## src/rtl/writeback_arbiter.sv

```systemverilog
`default_nettype none
// ---------------------------------------------------------------------------
// writeback_arbiter : merges ALU and long-latency results onto the register
//                     file write port; tracks outstanding long-latency dests.
// Revision 1.0
// ---------------------------------------------------------------------------
module writeback_arbiter #(
  parameter int STARVE_LIMIT = 4
) (
  input  logic        clock,
  input  logic        reset,
  input  logic        alu_valid,
  input  logic [4:0]  alu_waddr,
  input  logic [31:0] alu_data,
  input  logic        mem_valid,
  input  logic [4:0]  mem_waddr,
  input  logic [31:0] mem_data,
  output logic        mem_ready,
  input  logic        issue_valid,
  input  logic        issue_long,
  input  logic [4:0]  issue_waddr,
  input  logic [4:0]  rs_addr,
  input  logic [4:0]  rt_addr,
  output logic        rs_busy,
  output logic        rt_busy,
  output logic        alu_hold,
  output logic        w_en,
  output logic [4:0]  waddr,
  output logic [31:0] data_in
);

  localparam logic [3:0] HOLD_AT = 4'(STARVE_LIMIT);

  logic [31:0] sb;
  logic [31:0] sb_next;
  logic [3:0]  starve_cnt;
  logic [3:0]  starve_next;
  logic        hold_next;
  logic        mem_accept;
  logic        sel_valid;
  logic [4:0]  sel_addr;
  logic [31:0] sel_data;

  assign mem_ready  = !alu_valid;
  assign mem_accept = mem_valid && mem_ready;

  always_comb begin
    sel_valid = 1'b0;
    sel_addr  = alu_waddr;
    sel_data  = alu_data;
    if (alu_valid) begin
      sel_valid = 1'b1;
    end else if (mem_valid) begin
      sel_valid = 1'b1;
      sel_addr  = mem_waddr;
      sel_data  = mem_data;
    end
  end

  // Set is applied after clear so a same-cycle issue to that register wins.
  always_comb begin
    sb_next = sb;
    if (mem_accept)
      sb_next[mem_waddr] = 1'b0;
    if (issue_valid && issue_long && issue_waddr != 5'd0)
      sb_next[issue_waddr] = 1'b1;
    sb_next[0] = 1'b0;
  end

  always_comb begin
    starve_next = starve_cnt;
    hold_next   = alu_hold;
    if (!mem_valid || mem_accept) begin
      starve_next = 4'd0;
      hold_next   = 1'b0;
    end else begin
      if (starve_cnt != 4'hF)
        starve_next = starve_cnt + 4'd1;
      if (starve_next == HOLD_AT)
        hold_next = 1'b1;
    end
  end

  always_ff @(posedge clock) begin
    if (reset) begin
      w_en       <= 1'b0;
      waddr      <= 5'd0;
      data_in    <= 32'd0;
      sb         <= 32'd0;
      starve_cnt <= 4'd0;
      alu_hold   <= 1'b0;
    end else begin
      w_en       <= sel_valid && sel_addr != 5'd0;
      if (sel_valid && sel_addr != 5'd0) begin
        waddr   <= sel_addr;
        data_in <= sel_data;
      end
      sb         <= sb_next;
      starve_cnt <= starve_next;
      alu_hold   <= hold_next;
    end
  end

  // The in-flight term covers the cycle between accept and the regfile write.
  assign rs_busy = sb[rs_addr] | (w_en && waddr == rs_addr && rs_addr != 5'd0);
  assign rt_busy = sb[rt_addr] | (w_en && waddr == rt_addr && rt_addr != 5'd0);

endmodule
`default_nettype wire

```

## config.mk

```make
export PLATFORM = sky130hd
export DESIGN_NAME = writeback_arbiter
export DESIGN_NICKNAME = d
export VERILOG_FILES = /design/src/rtl/writeback_arbiter.sv
export SDC_FILE = /design/constraint.sdc
export NUM_CORES = 1
export LEC_CHECK = 0
export BUFFER_PORTS_ARGS = -buffer_cell sky130_fd_sc_hd__buf_4
export CAP_MARGIN = 30
export CORE_MARGIN = 2
export CORE_UTILIZATION = 25
export CTS_CLUSTER_DIAMETER = 80
export CTS_CLUSTER_SIZE = 20
export DETAILED_ROUTE_END_ITERATION = 8
export PLACE_DENSITY = 0.51
export SYNTH_ARGS = -nofsm -noshare
export SYNTH_HDL_FRONTEND = slang
export SYNTH_SLANG_ARGS = --single-unit
```

## constraint.sdc

```tcl
create_clock -name clock -period 2.3 [get_ports clock]
set_input_delay 0.115 -clock clock [delete_from_list [all_inputs] [get_ports clock]]
set_output_delay 0.115 -clock clock [all_outputs]
set_load 0.005 [all_outputs]
```

==> flow_summary.ini, run 1 <==
[layout]
synthToLayoutAreaGrowth_pct = 37.6
n_antenna_cell = 0
fin_util_pct = 35.2
final_nets = 649
drive_above_1_share_pct = 39.1

[logic_synthesis]
syn_area_um2 = 4040
yosysMostFrequentCell = dfxtp_1
postSynthAreaPerCell_um2 = 9.47
synth_nets = 523
yosys-top-cells-area = dfxtp_1 (37%), a211oi_2 (11%), mux2i_1 (10%)
yosysUniqueCellTypes = 41
synth_top_area_share_pct = 36.6
ys_seq_elements = 74
synth.cells.most_frequent = dfxtp_1 (74), nor2_1 (53), mux2i_1 (42)
ys.flop_type = dfxtp_1
yosysTopAreaCell = dfxtp_1
yosysSeqAreaShare_pct = 36.6
synthArstFlopShare_pct = 0
synth_cells = 427
synth-edff-count = 0
ys.warnings.count = 0

[run]
max-cap-violations = 0

[timing]
setup-tns-final_ns = 0
max_freq_mhz = 471
report.final.slew_viol_count = 0
max_slew.worst_pin.slew_ns = 0.828
hold_viol = 0
fin_skew_ns = 0.000712
finalCritPeriodShare_pct = 92.2
setup_violations = 0
slew_headroom_pct = 44.6
fin_crit_ns = 2.12
rsz0062_at_grt = false

[setup_path]
cp.required_ns = 2.18
worst_ep_arrival_time_ns = 2.01
worst_path_largest_cell_delay_ns = 0.47
startpoint_type = register
path_class = reg2out
critPathCaptureType = output pin
critPathBufInv = 1
crit_slowest_cell = mux4_2
path_cells = mux4_2 -> mux2_2 -> a31oi_1 -> o311ai_0 -> buf_4
worstPathMaxFanout = 3
crit_family = multiplexers

[floorplanning]
die_x_um = 131
fp.coreArea_um2 = 15800
chipHeight_um = 131
dieArea_um2 = 17200
rows = 46
pin_count = 137
initial_utilization_pct = 25.5

[clock_network]
clk_pin_slew_ns = 0.06
cts_tree = yes
ctsResizeCount = 0
cts_root_buffer = clkbuf_16
clk_path_buf_depth = 2
clock_latency_ns = 0.34
cts_max_level = 3
numCtsBuffers = 9
post_cts_buffers = 0
cts.sinks = 74
holdBufCountCts = 0

[drt]
dr.first_iter.drc_count = 195
first_pass_iters = 4
drcViolationCount = 0
wire_per_inst_um = 16.5
drt-total-wl_um = 12700
via_per_inst = 4.82
ant_nets = 0
num_vias = 3723

[global_routing]
grt-ovfl-total = 0
antenna_found_initial = 0
grt_pass1_vias = 3747
grt_use_total_pct = 14.8
grt_max_degree = 57
grt_pass1_wl_um = 20300

[power]
pwr_density_cell_nw_per_um2 = 638
irDropWorstVdd_mv = 0.351
power.leakage_nw = 2.23

[placement]
io_buffers = 136
gp_congestion = 0.802
dpl.hpwl_um = 9440

[outcome]
status = complete, no violations

[worst_hold_path]
holdCritPathClass = in2reg
## final cells by class
| cell class | count | area (um^2) |
|---|---|---|
| clock buffers | 10 | 239 |
| clock inverters | 5 | 78.8 |
| fillers | 1624 | 10300 |
| inverters | 8 | 30.0 |
| multi-input cells | 315 | 2360 |
| flip-flops and latches | 74 | 1480 |
| well taps | 216 | 270 |
| repair buffers | 145 | 1100 |
## path summary, 6_finish.rpt
kind / startpoint / to / slack, ns / depth (start not counted)
worst max-delay path: sb[13] / rs_busy / 0.18 / 5
worst min-delay path: alu_waddr[0] / waddr[0] / 0.06 / 3
worst max register to register: starve_cnt[1] / alu_hold / 1.01 / 6
worst min register to register: alu_hold / alu_hold / 0.49 / 2
## routing by layer
layer  global-route usage [%]  wire length, um  up-vias
li1                         -                -     1813
met1                     19.2             5710     1769
met2                     24.8             6060      127
met3                     2.51              756       14
met4                     5.07              195        0
met5                        0                0        -
## cells by family after synthesis
kind of cell | share of synthesized area (%)
multiplexers | 19.3
flip-flops | 36.6
AND/OR/NAND/NOR | 14.3
XOR/XNOR | 1.95
adder cells (fa/ha/maj) | 0.309
buffers and inverters | 5.26
AO/OA/AOI/OAI | 22.2
## report_power, final
group	switching (mW)	internal [mW]	total, mW
combinational	0.304	0.325	0.629
clock	0.550	0.971	1.52
sequential	0.0492	1.35	1.40
total	0.903	2.65	3.55
## state kept, by name, indices dropped and copies added (netlist names)
signal	flops
sb	31
data_in	32
waddr	5
starve_cnt	4
alu_hold	1
w_en	1
## cells in the final DEF (no fill, tap or decap), types with 2 or more instances in the layout
cell,instances
o21ai_0,32
mux4_2,14
bufinv_16,2
mux2_2,4
inv_1,8
clkinv_2,2
and3_1,2
xor2_1,6
o311ai_0,2
xnor2_1,3
nand3_1,5
a221oi_1,3
mux2i_1,42
or3b_2,2
nand3b_1,6
nor2b_1,2
a31oi_1,3
a2111oi_0,2
buf_4,144
a21o_1,2
nand2_1,41
a21oi_1,32
nor2_1,53
a41oi_1,2
a211oi_2,35
dfxtp_1,74
nor3_1,7
nor3b_1,3
clkbuf_16,9
## tightest hold or removal path, stage by stage
cell and delay [ns]:
buf_4 0.09, a221oi_1 0.08, nor2_1 0.08
## stage by stage
stage | cells | worst slack [ns] | power [mW] | cell area (um^2) | hold WS (ns)
after floorplan | 427 | 0.419 | 1.75 | 4040 | 0.262
after global placement | 758 | 0.313 | 2.05 | 5240 | 0.398
after detailed placement | 758 | 0.290 | 2.06 | 5240 | 0.404
after CTS | 773 | 0.109 | 3.59 | 5560 | 0.0533
after global routing | 773 | 0.0673 | 3.70 | 5560 | 0.0760
final | 773 | 0.179 | 3.55 | 5560 | 0.0622
(Power assumes the default switching activity.)
==> inputs of run 2 (changes only) <==
--- a/config.mk
+++ b/config.mk
@@ -8,11 +8,11 @@
 export BUFFER_PORTS_ARGS = -buffer_cell sky130_fd_sc_hd__buf_4
 export CAP_MARGIN = 30
 export CORE_MARGIN = 2
-export CORE_UTILIZATION = 25
+export CORE_UTILIZATION = 51
 export CTS_CLUSTER_DIAMETER = 80
 export CTS_CLUSTER_SIZE = 20
 export DETAILED_ROUTE_END_ITERATION = 8
-export PLACE_DENSITY = 0.51
+export PLACE_DENSITY = 0.87
 export SYNTH_ARGS = -nofsm -noshare
 export SYNTH_HDL_FRONTEND = slang
 export SYNTH_SLANG_ARGS = --single-unit
==> run 2 against run 1 <==
Compared with the run above: sequential power is essentially flat; critical path depth is 1 higher; die area decreased by 50%.
==> flow_summary.ini, run 2 (synthesized netlist as in run 1, its figures left out) <==
[timing]
report.final.slew_viol_count = 0
finalCritPeriodShare_pct = 93.2
max_freq_mhz = 467
hold_viol = 0
setup-tns-final_ns = 0
setup_violations = 0
max_slew.worst_pin.slew_ns = 0.746
fin_skew_ns = 0.00669
worst_hold_slack_ns = 0.0692
rsz0062_at_grt = false
fin_crit_ns = 2.14
slew_headroom_pct = 50.1

[placement]
io_buffers = 136
gp_congestion = 0.910
dpl.hpwl_um = 8770

[worst_hold_path]
holdCritPathClass = in2reg

[global_routing]
grt_pass1_vias = 3797
antenna_found_initial = 0
grt.busiest_layer = met2
grtUsageMet3_pct = 4.11
grt_use_total_pct = 26.9
grt-ovfl-total = 0
grt_pass1_wl_um = 18400
grt_max_degree = 71
met2_usage_pct = 47.2
grt_use_met1_pct = 33.1

[clock_network]
cts_max_level = 3
cts_root_buffer = clkbuf_8
clk_path_buf_depth = 2
ctsResizeCount = 0
holdBufCountCts = 0
post_cts_buffers = 0
clk_pin_slew_ns = 0.08
clock_latency_ns = 0.34
cts_tree = yes
cts.sinks = 74
numCtsBuffers = 9

[setup_path]
cp.required_ns = 2.18
worstPathMaxFanout = 5
startpoint_type = register
critPathCaptureType = output pin
worst_ep_arrival_time_ns = 2.03
path_class = reg2out

[drt]
via_per_inst = 5.92
drt-total-wl_um = 11900
drcViolationCount = 0
ant_nets = 0
dr.first_iter.drc_count = 405
wire_per_inst_um = 18.1
first_pass_iters = 5
num_vias = 3903

[layout]
n_antenna_cell = 0
largest_reg_flops = 32
reg_top3 = data_in: 32 flops, sb: 31 flops, waddr: 5 flops
final_cell_mix = buf_4 (143), dfxtp_1 (74), nor2_1 (53)
synthToLayoutAreaGrowth_pct = 31.8
nFillCells = 567
drive_above_1_share_pct = 38.8
final_common_cell = buf_4
largest_register = data_in
final_nets = 648

[floorplanning]
fp.coreArea_um2 = 7690
rows = 32
initial_utilization_pct = 52.6
pin_count = 137
chipHeight_um = 93.0
die_x_um = 93.0
dieArea_um2 = 8660

[power]
pwr_density_cell_nw_per_um2 = 605
power.leakage_nw = 2.19
irDropWorstVdd_mv = 0.350

[outcome]
status = complete, no violations

[run]
max-cap-violations = 0
run 2: cell count changes in the layout (fill, tap and decap cells not counted), sizes merged:
cell    delta
buf        -1
bufinv     +1
clkinv     -2
inv        +2
run 2: worst max-delay path: stages (launching register included):
cell	delay (ns)
dfxtp_1	0.40
nor4_1	0.42
nor3_1	0.08
a21o_1	0.17
a41oi_1	0.20
o311ai_0	0.22
buf_4	0.19
run 2: final timing paths:
path / slack [ns] / from / endpoint / cells after the start
setup reg to reg: 0.82 / starve_cnt[0] / alu_hold / 6
setup / recovery: 0.16 / waddr[1] / rt_busy / 6
hold reg to reg: 0.49 / sb[27] / sb[27] / 2
hold / removal: 0.07 / alu_waddr[0] / waddr[0] / 3
run 2: per-stage QoR:
stage | power (mW) | setup slack (ns) | utilization (%) | area, um^2 | instances
finish | 3.23 | 0.157 | 69.3 | 5330 | 659
floorplan | 1.75 | 0.419 | - | 4040 | 427
global route | 3.33 | 0.0521 | 69.3 | 5330 | 659
CTS | 3.23 | 0.184 | 69.3 | 5330 | 659
global placement | 2.01 | 0.332 | 66.2 | 5090 | 643
detailed placement | 2.04 | 0.238 | 66.2 | 5090 | 643
run 2: where the power goes:
part	switching, mW	internal, mW
Combinational	0.294	0.322
Sequential	0.0497	1.35
Clock	0.486	0.727
run 2: final cells by class:
class	instances	area, um^2	share of cell area (%)
Timing Repair Buffer	144	1090	20.5
Clock inverter	6	113	2.11
Sequential cell	74	1480	27.8
Clock buffer	10	128	2.39
Tap cell	102	128	2.39
Inverter	8	30.0	0.563
Multi-Input combinational cell	315	2360	44.2
run 2: metal layers:
metal / share of wire (%) / vias to the layer above
met5: 0 / -
met1: 38 / 1851
met2: 52 / 208
met3: 7.7 / 38
met4: 2.7 / 0
li1: - / 1806
==> inputs of run 3 (changes only) <==
--- a/config.mk
+++ b/config.mk
@@ -13,6 +13,7 @@
 export CTS_CLUSTER_SIZE = 20
 export DETAILED_ROUTE_END_ITERATION = 8
 export PLACE_DENSITY = 0.87
+export SETUP_SLACK_MARGIN = 0.4
 export SYNTH_ARGS = -nofsm -noshare
 export SYNTH_HDL_FRONTEND = slang
 export SYNTH_SLANG_ARGS = --single-unit
==> run 3 against run 2 <==
Compared with the run above: final cell count did not move; utilization rose by 0.94 points; critical path type unchanged; hold slack improved by 0.036 ns; via count rose by 1.3%; cell area rose by 1.4%; count of clock-buffer cells in the layout did not move; critical path depth did not move; fmax rose by 5.8%; combinational power rose by 2%; clock power barely moved.
==> flow_summary.ini, run 3 (synthesized netlist as in run 1, its figures left out) <==
[outcome]
status = complete, no violations

[setup_path]
cp.required_ns = 2.18
startpoint_type = register
crit_slowest_cell = a2111oi_1
worstPathMaxFanout = 3
worst_ep_arrival_time_ns = 1.91
worst_path_largest_cell_delay_ns = 0.52
path_cells = mux4_2 -> inv_1 -> a2111oi_1 -> a41oi_2 -> o311ai_4 -> buf_4
critPathBufInv = 2
critPathCaptureType = output pin
crit_family = compound AO/OA/AOI/OAI gates
path_class = reg2out

[power]
power.switching_mw = 0.836
comb_power_share_pct = 19.5
pwr_density_cell_nw_per_um2 = 599
p_int_mw = 2.40
power.leakage_nw = 2.21
clkPwrFrac_pct = 37.3
p_seq_share_pct = 43.3
irDropWorstVdd_mv = 0.300
switching_share_pct = 25.8

[timing]
fin_skew_ns = 0.00479
rsz0062_at_grt = true
worst_hold_slack_ns = 0.105
setup_violations = 0
max_slew.worst_pin.slew_ns = 0.728
hold_viol = 0
finalCritPeriodShare_pct = 88.0
setup-tns-final_ns = 0
fin_crit_ns = 2.03
slew_headroom_pct = 51.3
report.final.slew_viol_count = 0
max_freq_mhz = 494

[layout]
final_nets = 648
synthToLayoutAreaGrowth_pct = 33.6
n_antenna_cell = 0
drive_above_1_share_pct = 40.9
final_common_cell = buf_4
final_cells = 659
reg_top3 = data_in: 32 flops, sb: 31 flops, waddr: 5 flops
largest_reg_flops = 32
largest_register = data_in
final_cell_mix = buf_4 (143), dfxtp_1 (69), nor2_1 (52)

[clock_network]
numCtsBuffers = 9
cts.sinks = 74
clk_path_buf_depth = 2
post_cts_buffers = 0
holdBufCountCts = 0
clk_pin_slew_ns = 0.08
cts_max_level = 3
clock_latency_ns = 0.34
cts_tree = yes
cts_root_buffer = clkbuf_8

[floorplanning]
die_x_um = 93.0
pin_count = 137
initial_utilization_pct = 52.6
dieArea_um2 = 8660
fp.coreArea_um2 = 7690
chipHeight_um = 93.0
rows = 32

[global_routing]
grt-ovfl-total = 0
grt_pass1_vias = 3869
antenna_found_initial = 0
grt_pass1_wl_um = 18700
grt_max_degree = 71
grt_use_total_pct = 27.4

[placement]
io_buffers = 136
gp_congestion = 0.910
dpl.hpwl_um = 8770
dp.cells = 643

[drt]
first_pass_iters = 5
dr.first_iter.drc_count = 386
via_per_inst = 6.00
wire_per_inst_um = 18.9
drcViolationCount = 0
drt-total-wl_um = 12400
ant_nets = 0
num_vias = 3955

[worst_hold_path]
holdCritPathClass = in2reg

[run]
max-cap-violations = 0
## run 3: cell counts in the layout (fill, tap and decap cells not counted)
Identical to the previous run, type by type.
## run 3: worst paths after layout
| kind | start | slack [ns] | depth (start not counted) | end |
|---|---|---|---|---|
| worst min register to register | sb[13] | 0.50 | 2 | sb[13] |
| worst max-delay path | sb[2] | 0.27 | 6 | rt_busy |
| worst max register to register | starve_cnt[0] | 0.82 | 6 | alu_hold |
| worst min-delay path | alu_waddr[0] | 0.11 | 3 | waddr[0] |
## run 3: stage by stage
step	util, %	cell area, um^2	total power, mW	worst slack [ns]
floorplan	-	4040	1.75	0.419
global placement	66.2	5090	2.01	0.332
detailed placement	66.2	5090	2.04	0.238
CTS	69.9	5370	3.23	0.332
global route	70.3	5400	3.35	0.189
finish	70.3	5400	3.24	0.275
## run 3: metal layers
metal	track usage, %	part of all wire [%]	up-vias	wire (um)
met5	0	0	-	0
met4	12.4	3.3	0	411
met3	4.19	8.3	43	1030
met2	47.8	52	245	6400
met1	33.2	37	1858	4580
li1	-	-	1809	-
## run 3: power groups by stage
stage	Clock, mW	Combinational [mW]	Sequential [mW]
after floorplan	0	0.326	1.42
after global placement	0	0.590	1.42
after detailed placement	0	0.613	1.43
after CTS	1.21	0.620	1.40
after global routing	1.27	0.672	1.41
final	1.21	0.630	1.40
## run 3: cell type report
| class | instances | area (um^2) |
|---|---|---|
| inverter | 8 | 30.0 |
| multi-input combinational | 315 | 2420 |
| clock buffer | 10 | 128 |
| sequential | 74 | 1490 |
| clock inverter | 6 | 113 |
| tap | 102 | 128 |
| fill | 546 | 2280 |
| timing repair buffer | 144 | 1090 |
## run 3: tightest hold or removal path: cells and delay by family
kind                   cells  cell delay, ns
AO/OA/AOI/OAI              1            0.09
buffers and inverters      1            0.09
AND/OR/NAND/NOR            1            0.10
## run 3: what timing repair did
action	4_1_cts	5_1_grt
pin swaps	3	0
endpoints found under the setup margin	2	2
resized for setup	12	8
